==> src/rtl/armaria_stack_pkg.sv <==
// Shared address map, stack-op encoding and depth width for the SP/PC bank.
package armaria_stack_pkg;

  localparam int DEPTH_WIDTH = 12;

  localparam int unsigned PRIV_STACK_TOP    = 4096;
  localparam int unsigned PRIV_STACK_BOTTOM = 6143;
  localparam int unsigned USER_STACK_TOP    = 6144;
  localparam int unsigned USER_STACK_BOTTOM = 8191;
  localparam logic [31:0] SP_EMPTY          = 32'hffff_ffff;

  typedef enum logic [1:0] {
    STACK_NONE = 2'd0,
    STACK_PUSH = 2'd1,
    STACK_POP  = 2'd2,
    STACK_RSVD = 2'd3
  } stack_op_e;

endpackage

==> src/rtl/sp_bank_entry.sv <==
// One stack bank: SP register, depth counter, expected-next-SP and range checks.
module sp_bank_entry #(
  parameter int                    DATA_WIDTH  = 32,
  parameter int                    DEPTH_WIDTH = 12,
  parameter int                    SIZE        = 2048,
  parameter logic [DATA_WIDTH-1:0] TOP         = DATA_WIDTH'(6144),
  parameter logic [DATA_WIDTH-1:0] BOTTOM      = DATA_WIDTH'(8191),
  parameter logic [DATA_WIDTH-1:0] EMPTY       = '1
) (
  input  logic                   clock,
  input  logic                   reset,
  input  logic                   upd,
  input  logic [1:0]             stack_op,
  input  logic [DATA_WIDTH-1:0]  next_sp,
  input  logic                   wr_en,
  input  logic [DATA_WIDTH-1:0]  wr_data,
  output logic [DATA_WIDTH-1:0]  sp,
  output logic [DEPTH_WIDTH-1:0] depth,
  output logic                   ovf_strb,
  output logic                   udf_strb,
  output logic                   mis_strb
);
  import armaria_stack_pkg::*;

  localparam logic [DEPTH_WIDTH-1:0] SIZE_D = DEPTH_WIDTH'(SIZE);
  localparam logic [DEPTH_WIDTH-1:0] ONE_D  = DEPTH_WIDTH'(1);
  localparam logic [DATA_WIDTH-1:0]  ONE_W  = DATA_WIDTH'(1);

  logic [DATA_WIDTH-1:0]  sp_q, sp_nxt, exp_sp, wr_depth;
  logic [DEPTH_WIDTH-1:0] depth_q, depth_nxt;
  logic                   wr_in_range;

  assign wr_in_range = (wr_data >= TOP) && (wr_data <= BOTTOM);
  assign wr_depth    = BOTTOM - wr_data + ONE_W;

  always_comb begin
    sp_nxt    = sp_q;
    depth_nxt = depth_q;
    exp_sp    = '0;
    ovf_strb  = 1'b0;
    udf_strb  = 1'b0;
    mis_strb  = 1'b0;
    if (upd) begin
      // explicit write shadows any stack op issued alongside it
      if (wr_en) begin
        if (wr_data == EMPTY) begin
          sp_nxt    = EMPTY;
          depth_nxt = '0;
        end else if (wr_in_range) begin
          sp_nxt    = wr_data;
          depth_nxt = wr_depth[DEPTH_WIDTH-1:0];
        end else begin
          mis_strb  = 1'b1;
        end
      end else if (stack_op == STACK_PUSH) begin
        exp_sp = (sp_q == EMPTY) ? BOTTOM : sp_q - ONE_W;
        if (depth_q == SIZE_D) begin
          ovf_strb = 1'b1;
        end else begin
          sp_nxt    = next_sp;
          depth_nxt = depth_q + ONE_D;
          mis_strb  = (next_sp != exp_sp);
        end
      end else if (stack_op == STACK_POP) begin
        exp_sp = (depth_q == ONE_D) ? EMPTY : sp_q + ONE_W;
        if (depth_q == '0) begin
          udf_strb = 1'b1;
        end else begin
          sp_nxt    = next_sp;
          depth_nxt = depth_q - ONE_D;
          mis_strb  = (next_sp != exp_sp);
        end
      end
    end
  end

  always_ff @(posedge clock or posedge reset) begin
    if (reset) begin
      sp_q    <= EMPTY;
      depth_q <= '0;
    end else begin
      sp_q    <= sp_nxt;
      depth_q <= depth_nxt;
    end
  end

  assign sp    = sp_q;
  assign depth = depth_q;

endmodule

==> src/rtl/sp_pc_bank.sv <==
// Architectural PC plus banked user/privileged SPs wrapped around the address handler.
module sp_pc_bank #(
  parameter int                    DATA_WIDTH            = 32,
  parameter int                    ADDR_WIDTH            = 14,
  parameter int                    CODE_AREA_SIZE        = 4096,
  parameter int                    PRIVILEGED_STACK_SIZE = 2048,
  parameter int                    USER_STACK_SIZE       = 2048,
  parameter logic [DATA_WIDTH-1:0] EMPTY_SP              = '1,
  parameter int                    DEPTH_WIDTH           = armaria_stack_pkg::DEPTH_WIDTH
) (
  input  logic                   clock,
  input  logic                   reset,
  input  logic                   enable,
  input  logic                   privilege_mode_flag,
  input  logic [1:0]             stack_op,
  input  logic [DATA_WIDTH-1:0]  next_SP_in,
  input  logic [ADDR_WIDTH-1:0]  next_PC_in,
  input  logic                   branch_taken,
  input  logic [ADDR_WIDTH-1:0]  branch_target,
  input  logic                   sp_write_en,
  input  logic [DATA_WIDTH-1:0]  sp_write_data,
  input  logic                   clear_faults,
  output logic [ADDR_WIDTH-1:0]  current_PC,
  output logic [DATA_WIDTH-1:0]  current_SP,
  output logic [DATA_WIDTH-1:0]  user_SP,
  output logic [DATA_WIDTH-1:0]  privileged_SP,
  output logic [DEPTH_WIDTH-1:0] stack_depth,
  output logic                   stack_overflow,
  output logic                   stack_underflow,
  output logic                   sp_mismatch,
  output logic                   fault_pulse
);
  import armaria_stack_pkg::*;

  localparam int NUM_BANKS = 2;  // index 0 = user, 1 = privileged

  logic [NUM_BANKS-1:0][DATA_WIDTH-1:0]  bank_sp;
  logic [NUM_BANKS-1:0][DEPTH_WIDTH-1:0] bank_depth;
  logic [NUM_BANKS-1:0]                  bank_sel, ovf_strb, udf_strb, mis_strb;
  logic                                  any_ovf, any_udf, any_mis;

  assign bank_sel = {privilege_mode_flag, ~privilege_mode_flag};

  for (genvar g = 0; g < NUM_BANKS; g++) begin : g_bank
    localparam int SIZE = (g == 1) ? PRIVILEGED_STACK_SIZE : USER_STACK_SIZE;
    localparam int TOP  = (g == 1) ? CODE_AREA_SIZE : CODE_AREA_SIZE + PRIVILEGED_STACK_SIZE;
    sp_bank_entry #(
      .DATA_WIDTH  (DATA_WIDTH),
      .DEPTH_WIDTH (DEPTH_WIDTH),
      .SIZE        (SIZE),
      .TOP         (DATA_WIDTH'(TOP)),
      .BOTTOM      (DATA_WIDTH'(TOP + SIZE - 1)),
      .EMPTY       (EMPTY_SP)
    ) u_entry (
      .clock    (clock),
      .reset    (reset),
      .upd      (enable & bank_sel[g]),
      .stack_op (stack_op),
      .next_sp  (next_SP_in),
      .wr_en    (sp_write_en),
      .wr_data  (sp_write_data),
      .sp       (bank_sp[g]),
      .depth    (bank_depth[g]),
      .ovf_strb (ovf_strb[g]),
      .udf_strb (udf_strb[g]),
      .mis_strb (mis_strb[g])
    );
  end

  assign any_ovf = |ovf_strb;
  assign any_udf = |udf_strb;
  assign any_mis = |mis_strb;

  // strobes are already gated by enable, so a stall naturally drops the pulse
  always_ff @(posedge clock or posedge reset) begin
    if (reset) begin
      current_PC      <= '0;
      stack_overflow  <= 1'b0;
      stack_underflow <= 1'b0;
      sp_mismatch     <= 1'b0;
      fault_pulse     <= 1'b0;
    end else begin
      if (enable) current_PC <= branch_taken ? branch_target : next_PC_in;
      stack_overflow  <= any_ovf | (stack_overflow  & ~clear_faults);
      stack_underflow <= any_udf | (stack_underflow & ~clear_faults);
      sp_mismatch     <= any_mis | (sp_mismatch     & ~clear_faults);
      fault_pulse     <= any_ovf | any_udf | any_mis;
    end
  end

  assign user_SP       = bank_sp[0];
  assign privileged_SP = bank_sp[1];
  assign current_SP    = privilege_mode_flag ? bank_sp[1] : bank_sp[0];
  assign stack_depth   = privilege_mode_flag ? bank_depth[1] : bank_depth[0];

endmodule

==> config.mk <==
export PLATFORM = sky130hd
export DESIGN_NAME = sp_pc_bank
export DESIGN_NICKNAME = d
export VERILOG_FILES = /design/src/rtl/armaria_stack_pkg.sv /design/src/rtl/sp_bank_entry.sv /design/src/rtl/sp_pc_bank.sv
export SDC_FILE = /design/constraint.sdc
export NUM_CORES = 1
export LEC_CHECK = 0
export ABC_CLOCK_PERIOD_IN_PS = 4950
export BUFFER_PORTS_ARGS = -buffer_cell sky130_fd_sc_hd__buf_2
export CORE_AREA = 2 2 173 175
export CTS_CLUSTER_SIZE = 20
export DETAILED_ROUTE_END_ITERATION = 16
export DIE_AREA = 0 0 175 177
export PLACE_DENSITY_LB_ADDON = 0.15
export SLEW_MARGIN = 15
export SYNTH_ARGS = -nofsm -noshare
export SYNTH_HDL_FRONTEND = slang
export SYNTH_SLANG_ARGS = --single-unit
export TNS_END_PERCENT = 30
==> constraint.sdc <==
create_clock -name clock -period 4.95 [get_ports clock]
set_input_delay 0.99 -clock clock [delete_from_list [all_inputs] [get_ports clock]]
set_output_delay 0.99 -clock clock [all_outputs]
set_load 0.03 [all_outputs]
---- Word level (Yosys, flattened, before mapping) ----
Cells that the tools add are included.
W data, S select, Z words.
storage, ports and cells
  register bits after elaboration ......... 106
  bits of input ports ..................... 101
  output and inout port bits .............. 126
cells by class
  add/sub/neg operators ................... 12
  order comparisons ....................... 4
  equal/unequal tests ..................... 19
  multiplexer cells ....................... 69
  bitwise logic cells ..................... 12
  reduce and logical (&&, ||, !) cells .... 10
operators by type and width
  cell                      number
  $mux W32                  19
  $mux W12                  15
  $ne A32 B32 Y1            4
  $eq A32 B32 Y1 const B    3
  $add A32 B1 Y32 const B   2
  $ge A32 B13 Y1 const B    2
  $le A32 B13 Y1 const B    2
  $sub A32 B1 Y32 const B   2
  $add A12 B1 Y12 const B   4
  $mux W1                   34
  $eq A12 B1 Y1 const B     2
  $eq A12 B12 Y1 const B    2
  $logic_not A12 Y1         2
  $sub A12 B1 Y12 const B   2
  $mux W14                  1
  $sub A11 B12 Y12 const A  1
  $sub A12 B12 Y12 const A  1
  $reduce_and A5 Y1         2
  $ne A3 B3 Y1 const B      3
  $ne A3 B1 Y1 const B      2
  $reduce_or A2 Y1          3
  $and A1 B1 Y1             5
  $or A1 B1 Y1              5
  $ne A3 B2 Y1 const B      1
  5 further kinds           7

---- Longest topological paths before layout ----
Gate-level depths: netlist of run 1.
  depth in word-level cells ............... 10
  depth in mapped cells ................... 14

---- Cells and area by module ----
A second synthesis of run 1 with hierarchy kept.
unflattened totals
  cell total of the unflattened synthesis .. 1697
  area total of the unflattened synthesis .. 13171.4 sq um
modules (own cells, without submodules)
  module                             times used  cells each  area each (sq um)  sequential area each (sq um)
  sp_bank_entry (g_bank[0].u_entry)  1           801         5984.5             1141.1
  sp_bank_entry (g_bank[1].u_entry)  1           769         5651.7             1141.1
  sp_pc_bank                         1           127         1535.2             450.4

---- Worst setup path after synthesis of run 1 ----
No wires, ideal clock.
  path kind ............................... register to register
  from .................................... register g_bank[1].u_entry.sp_q[14]
  to ...................................... register sp_mismatch
  library setup time ...................... 128 ps
  data arrival time ....................... 3591 ps
  required time ........................... 4822 ps
  slack ................................... 1231 ps
  stages on the path, launching flop included .. 13
  period minus slack after synthesis ...... 3719 ps
  cells stage by stage .................... dfstp_2 > clkbuf_1 > nand4_1 > or4_1 > clkbuf_1 > or4_1 > a22oi_1 > o211ai_1 > a311o_1 > a2111oi_0 > o2111a_1 > a2bb2oi_1 > o32ai_1
between the ends
  word-level cells in the longest chain between the ends .. 10
  elaborated cells between the ends (all ways) .. 15
RTL lines
  element                 line                 source
  from (decl)             sp_bank_entry.sv:29  logic [DATA_WIDTH-1:0] sp_q, sp_nxt, exp_sp, wr_depth;
  from (signal assigned)  sp_bank_entry.sv:82  sp_q <= sp_nxt;
  $add A32 B1 Y32         sp_bank_entry.sv:65  exp_sp = (depth_q == ONE_D) ? EMPTY : sp_q + ONE_W;
  $mux W32                sp_bank_entry.sv:65
  $ne A32 B32 Y1          sp_bank_entry.sv:71  mis_strb = (next_sp != exp_sp);
  $mux W1                 sp_bank_entry.sv:66  if (depth_q == '0) begin
  $mux W1                 sp_bank_entry.sv:64  end else if (stack_op == STACK_POP) begin
  $mux W1 (*)             sp_bank_entry.sv:55  end else if (stack_op == STACK_PUSH) begin
  $mux W1 (*)             sp_bank_entry.sv:45  if (wr_en) begin
  $mux W1 (*)             sp_bank_entry.sv:43  if (upd) begin
  $reduce_or A2 Y1 (*)    sp_pc_bank.sv:72     assign any_mis = |mis_strb;
  $or A1 B1 Y1 (*)        sp_pc_bank.sv:86     sp_mismatch <= any_mis | (sp_mismatch & ~clear_faults);
  to (signal assigned)    sp_pc_bank.sv:86
  to (decl)               sp_pc_bank.sv:30     output logic sp_mismatch,
Every way passes the cells marked *; elsewhere a longest branch is shown, timed or not.
A chain may end at the register's enable or synchronous reset.

---- Worst setup path in the final report of run 1 ----
  from .................................... register g_bank[1].u_entry.sp_q[0]
  to ...................................... register sp_mismatch
The elaborated chain is that of the path after synthesis.

==> results.toml, run 1 <==
[pwr]
leakage_nw = 5.33
ir_drop_uv = 183
p_per_area_nw_per_um2 = 349

[finish]
nets = 1903
nFillCells = 2990
num_antenna_cells = 0
final_area_um2 = 14000
syn2layout_area_growth_pct = 12.9
stdcell_count = 2183
drive_gt1_frac = 0.226

[drt]
vias = 14400
routed.top_layer = "met4"
drtAntennaViolNets = 0
viasPerCell = 6.59
route.met3.wl_um = 5440
firstDrtPassIters = 6
drt_iter0_drc = 1504
drc = 0
route.met2.wl_um = 25500
wl_per_cell_um = 25.7
wirelength_um = 56000
wl_met1_um = 22100

[floorplan]
fp.dieArea_um2 = 31000
die_h_um = 177
core_um2 = 29200
row_count = 63
initial_core_util = 0.424
die_w_um = 175
io-pin-count = 227

[timing]
skew_ns = 0.00927
setup_viol = 0
fmaxAchievable_mhz = 227
hold_viol_final = 0
rsz0062_at_grt = "false"
fin_crit_ns = 4.41
min_period_over_period = 0.890
fin_setup_tns_ns = 0
worstMarginPinSlew_ns = 0.968
slew_viol_final = 0
relSlewSlack = 0.349
whs_ns = 0.522

[synthesis]
synth_cell_types = 82
synth_seq_cells = 106
syn_area_um2 = 12400
synth_edf_count = 0
yosysSeqAreaShare = 0.220
synthFlopType = "dfstp_2"
synthCells = 1678
yosys_warnings = 0
synth_area_per_cell_um2 = 7.39
syn_nets = 1793
ys_async_sr_fraction = 1.00

[place]
placedCellCount = 2167
placed_area_um2 = 13700
gp_congestion = 0.968
hpwl_um = 42500
portBuffers = 226

[worst_setup_path]
crit_required_ns = 5.21
cp-end-kind = "flip-flop"
rr_startpoint = "g_bank[1].u_entry.sp[0]"
critPathArrivalTime_ns = 4.66
startpoint = "g_bank[1].u_entry.sp[0]"
crit_fanout = 18
start_kind = "flip-flop"
path_class = "flip-flop to flip-flop"

[cts]
cts_hold_buf = 0
htreeDepth = 3
cts.reportedPaths.clkPinSlew_ns = 0.07
cts_buffers = 9
post_cts_buffers = 0
cts_resized = 0
clockBufferDepth = 2
cts_tree = "yes"
clock_sinks = 106
clk_latency_ns = 0.38
root_buffer = "clkbuf_16"

[job]
drv_cap = 0

[global_routing]
grt_max_degree = 64
grt_pass1_wl_um = 82900
overflow = 0
antenna_found_initial = 0
track_usage = 0.353
grt_pass1_vias = 13400

[min_path]
min-delay-start = "current_PC[7]"
hp-class = "flip-flop to flip-flop"

[status]
outcome = "complete, no violations"
[metal layers]
metal	track usage	up-vias
met2	0.572	878
met1	0.456	6835
li1	-	6456
met5	0	-
met3	0.0578	209
met4	0.175	0
[critical path: stages, from the launching register on]
cell and delay (ns):
dfstp_2 0.77, ha_1 0.27, nand2_1 0.18, or4_1 0.53, o31ai_1 0.34, nand2_1 0.11, or4_1 0.47, a311o_1 0.32
a2111oi_0 0.58, o2111a_1 0.42, a2bb2oi_1 0.17, o32ai_1 0.10
[registers in the layout, summed over array words and instances, names as in the netlist]
| name | count |
|---|---|
| fault_pulse | 1 |
| g_bank.u_entry.depth | 24 |
| current_PC | 14 |
| stack_overflow | 1 |
| g_bank.u_entry.sp | 64 |
| sp_mismatch | 1 |
| stack_underflow | 1 |
[path summary, 6_finish.rpt]
kind,depth (start not counted),end,slack [ns]
max,11,sp_mismatch,0.54
min,2,current_PC[7],0.52
max reg2reg,11,sp_mismatch,0.54
min reg2reg,2,current_PC[7],0.52
max in group asynchronous,3,g_bank[1].u_entry.sp[20],3.42
min in group asynchronous,2,current_PC[4],0.61
[cell usage after synthesis (all sizes together) (21+ instances only)]
cell | number | area (um2)
a21oi | 74 | 370
a31oi | 27 | 169
and3 | 21 | 131
clkbuf | 147 | 552
dfrtp | 42 | 1050
dfstp | 64 | 1680
inv | 46 | 173
mux2 | 37 | 417
mux2i | 29 | 290
nand2 | 152 | 571
nand2b | 22 | 138
nand3 | 63 | 315
nand4 | 52 | 325
nor2 | 104 | 390
nor3 | 67 | 335
nor4 | 74 | 518
o21ai | 144 | 721
o22ai | 38 | 238
or3 | 25 | 156
or4 | 39 | 308
xnor2 | 91 | 797
xor2 | 48 | 420
[final cells by class]
type	count	area (um2)	area share
sequential	106	2730	0.195
multi-input combinational	1359	8850	0.632
timing repair buffer	266	1430	0.102
clock inverter	6	90.1	0.00644
inverter	46	175	0.0125
tap	390	488	0.0349
clock buffer	10	229	0.0164
[placed cells by master, fill, tap and decap left out, types with 9 or more instances in the layout]
cell type	Yosys	layout
o21a_1	10	10
o221ai_1	9	9
inv_1	46	45
o21ai_0	132	132
a21oi_1	74	74
nor4_1	68	67
a22oi_1	9	9
nor2b_1	10	10
and2_1	17	17
and4_1	16	16
nand3_1	63	63
and3_1	21	21
a31oi_1	27	27
xor2_1	48	48
nand2b_1	22	22
o32ai_1	9	9
nand4b_1	9	9
nor3_1	67	67
nand4_1	52	52
dfrtp_1	42	42
buf_4	0	40
mux2_2	36	36
o211ai_1	9	9
o22ai_1	38	38
ha_1	14	14
nor3b_1	10	10
nor2_1	104	104
a211oi_1	10	10
xnor2_1	91	91
o21ai_1	12	11
or4_1	35	35
mux2i_1	29	29
nand3b_1	9	9
dfstp_2	64	64
o31a_1	10	10
buf_2	7	226
o31ai_1	9	9
nand2_1	152	152
or3_1	25	25
clkbuf_16	0	9
[power breakdown]
group          leakage, nW  internal [mW]  switching, mW
logic                 4.03          0.869           1.53
registers             1.15           1.12          0.548
clock network        0.158          0.447          0.367
[stage by stage]
step,power (mW),worst slack (ns),utilization
global placement,4.00,0.700,0.468
floorplan,3.20,1.23,-
CTS,4.85,0.643,0.479
finish,4.89,0.544,0.479
detailed placement,4.03,0.669,0.468
global route,5.13,0.243,0.479
[cell families after synthesis]
kind of cell    share of synthesized area
simple gates                        0.314
xor+xnor                            0.113
compound gates                      0.214
fa+ha+maj                          0.0141
flops                               0.220
mux                                0.0570
buf+inv                            0.0670
No activity file was read; power rests on OpenSTA's default activity.
==> run 2: changes to the inputs <==
--- a/config.mk
+++ b/config.mk
@@ -6,5 +6,5 @@
 export NUM_CORES = 1
 export LEC_CHECK = 0
-export ABC_CLOCK_PERIOD_IN_PS = 4950
+export ABC_CLOCK_PERIOD_IN_PS = 3850
 export BUFFER_PORTS_ARGS = -buffer_cell sky130_fd_sc_hd__buf_2
 export CORE_AREA = 2 2 173 175
==> constraint.sdc (replaced) <==
create_clock -name clock -period 3.85 [get_ports clock]
set_input_delay 0.1925 -clock clock [delete_from_list [all_inputs] [get_ports clock]]
set_output_delay 0.1925 -clock clock [all_outputs]
set_load 0.03 [all_outputs]
==> results.toml, run 2 (synthesis results as in run 1) <==
[cts]
clk_latency_ns = 0.38
clock_sinks = 106
htreeDepth = 3
cts.reportedPaths.clkPinSlew_ns = 0.08
cts_buffers = 9
cts_tree = "yes"
root_buffer = "clkbuf_16"
clockBufferDepth = 2

[global_routing]
antenna_found_initial = 0
grt_pass1_wl_um = 86400
track_usage = 0.372
overflow = 0
grt_max_degree = 66
grt_pass1_vias = 13600

[floorplan]
row_count = 63
core_um2 = 29200
initial_core_util = 0.424
die_w_um = 175
fp.dieArea_um2 = 31000
io-pin-count = 227
die_h_um = 177

[pwr]
clock_power_share = 0.152
p_int_mw = 3.26
p_switching_mw = 3.28
combPwrFrac = 0.569
p_per_area_nw_per_um2 = 436
p_sw_frac = 0.501
power_frac_seq = 0.278
leakage_nw = 5.92
ir_drop_uv = 270

[place]
hpwl_um = 45800
gp_congestion = 0.988
placed_area_um2 = 14600
portBuffers = 226
placedCellCount = 2277
dp_slack_ns = -0.0233

[finish]
layout_commonest_cell = "buf_2"
nFillCells = 2963
num_antenna_cells = 0
regArea_um2 = 2740
final_area_um2 = 15000
multi_input_area_um2 = 8970
mostFrequentLayoutCells = "226 x buf_2, 152 x nand2_1, 146 x buf_4"
drive_gt1_frac = 0.281
stdcell_count = 2295
nets = 2015
largest_reg_flops = 64
syn2layout_area_growth_pct = 21.1

[timing]
slew_viol_final = 0
setup_viol = 0
relSlewSlack = 0.389
hold_viol_final = 0
final.setup.worst_slack_ns = 0.0842
worstMarginPinSlew_ns = 0.909
skew_ns = 0.0111
fin_crit_ns = 3.77
fin_setup_tns_ns = 0
fmaxAchievable_mhz = 266
min_period_over_period = 0.978

[drt]
vias = 14900
drtAntennaViolNets = 0
drt_iter0_drc = 1530
viasPerCell = 6.47
wl_per_cell_um = 25.7
drc = 0
firstDrtPassIters = 8
wirelength_um = 59000

[worst_setup_path]
rrSetupSlack_ns = 0.08
cp-end-kind = "flip-flop"
r2r_end = "sp_mismatch"
cp-endpoint = "sp_mismatch"
rr_startpoint = "g_bank[1].u_entry.sp[18]"
worstRegToRegCells = 11
path_class = "flip-flop to flip-flop"
critPathTopFamily = "simple AND/OR/NAND/NOR gates"
cp_slowest_cell = "or4_4"
critical_path_buf_inv_count = 1
start_kind = "flip-flop"
crit_required_ns = 4.11
max_stage_delay_ns = 0.61
startpoint = "g_bank[1].u_entry.sp[18]"
crit_cells = 11
crit_fanout = 5
cp_common_cell = "or4_4"
critPathArrivalTime_ns = 4.02
cp_cell_sequence = "or4_4, or4_4, or2_1, xnor2_2, o22ai_1, or4_4, a2111oi_4, nand4_1, buf_4, a2bb2oi_1, o32ai_1"

[job]
drv_cap = 0

[min_path]
hp-class = "primary input to flip-flop"

[status]
outcome = "complete, no violations"
-- run 2: how the worst min path moves through the flow --
| stage | from | to | cells past startpoint |
|---|---|---|---|
| finish | clear_faults | stack_overflow | 2 |
| global route | clear_faults | sp_mismatch | 2 |
| CTS | clear_faults | stack_overflow | 2 |
| detailed placement | reset | current_PC[13] | 2 |
| global placement | reset | current_PC[12] | 2 |
| floorplan | clear_faults | stack_overflow | 1 |
-- run 2: power by group through the flow --
stage / Clock [mW] / Combinational [mW] / Sequential [mW]
finish: 0.996 / 3.72 / 1.82
detailed placement: 0 / 3.62 / 1.82
floorplan: 0 / 2.16 / 1.95
CTS: 1.01 / 3.64 / 1.80
global route: 1.05 / 3.96 / 1.85
global placement: 0 / 3.62 / 1.81
-- run 2: timing repair --
action                                 in CTS  in global routing
endpoints found under the hold margin      42                  0
setup endpoints to repair                   1                  2
gates resized for setup                     1                 23
hold buffers                                1                  0
pin swaps                                   0                  2
setup buffers                               0                  1
-- run 2: per-layer routing --
metal	global-route usage	part of all wire	vias to the layer above	wire, um
met5	0	0	-	0
met4	0.178	0.048	0	2840
met3	0.0724	0.095	169	5590
met2	0.600	0.46	886	27000
met1	0.479	0.40	7126	23600
li1	-	-	6675	-
-- run 2: per-stage QoR --
step	util	power, mW	hold WS (ns)
after floorplan	-	4.11	0.289
after global placement	0.498	5.43	0.326
final	0.513	6.54	0.0500
after CTS	0.509	6.44	0.0427
after detailed placement	0.498	5.44	0.330
after global routing	0.513	6.86	0.0578
-- run 2: final cells by class --
| cell class | instances | area share |
|---|---|---|
| Sequential cell | 106 | 0.182 |
| Clock buffer | 10 | 0.0167 |
| Multi-Input combinational cell | 1359 | 0.597 |
| Tap cell | 390 | 0.0325 |
| Clock inverter | 6 | 0.00375 |
| Timing Repair Buffer | 378 | 0.156 |
| Inverter | 46 | 0.0117 |
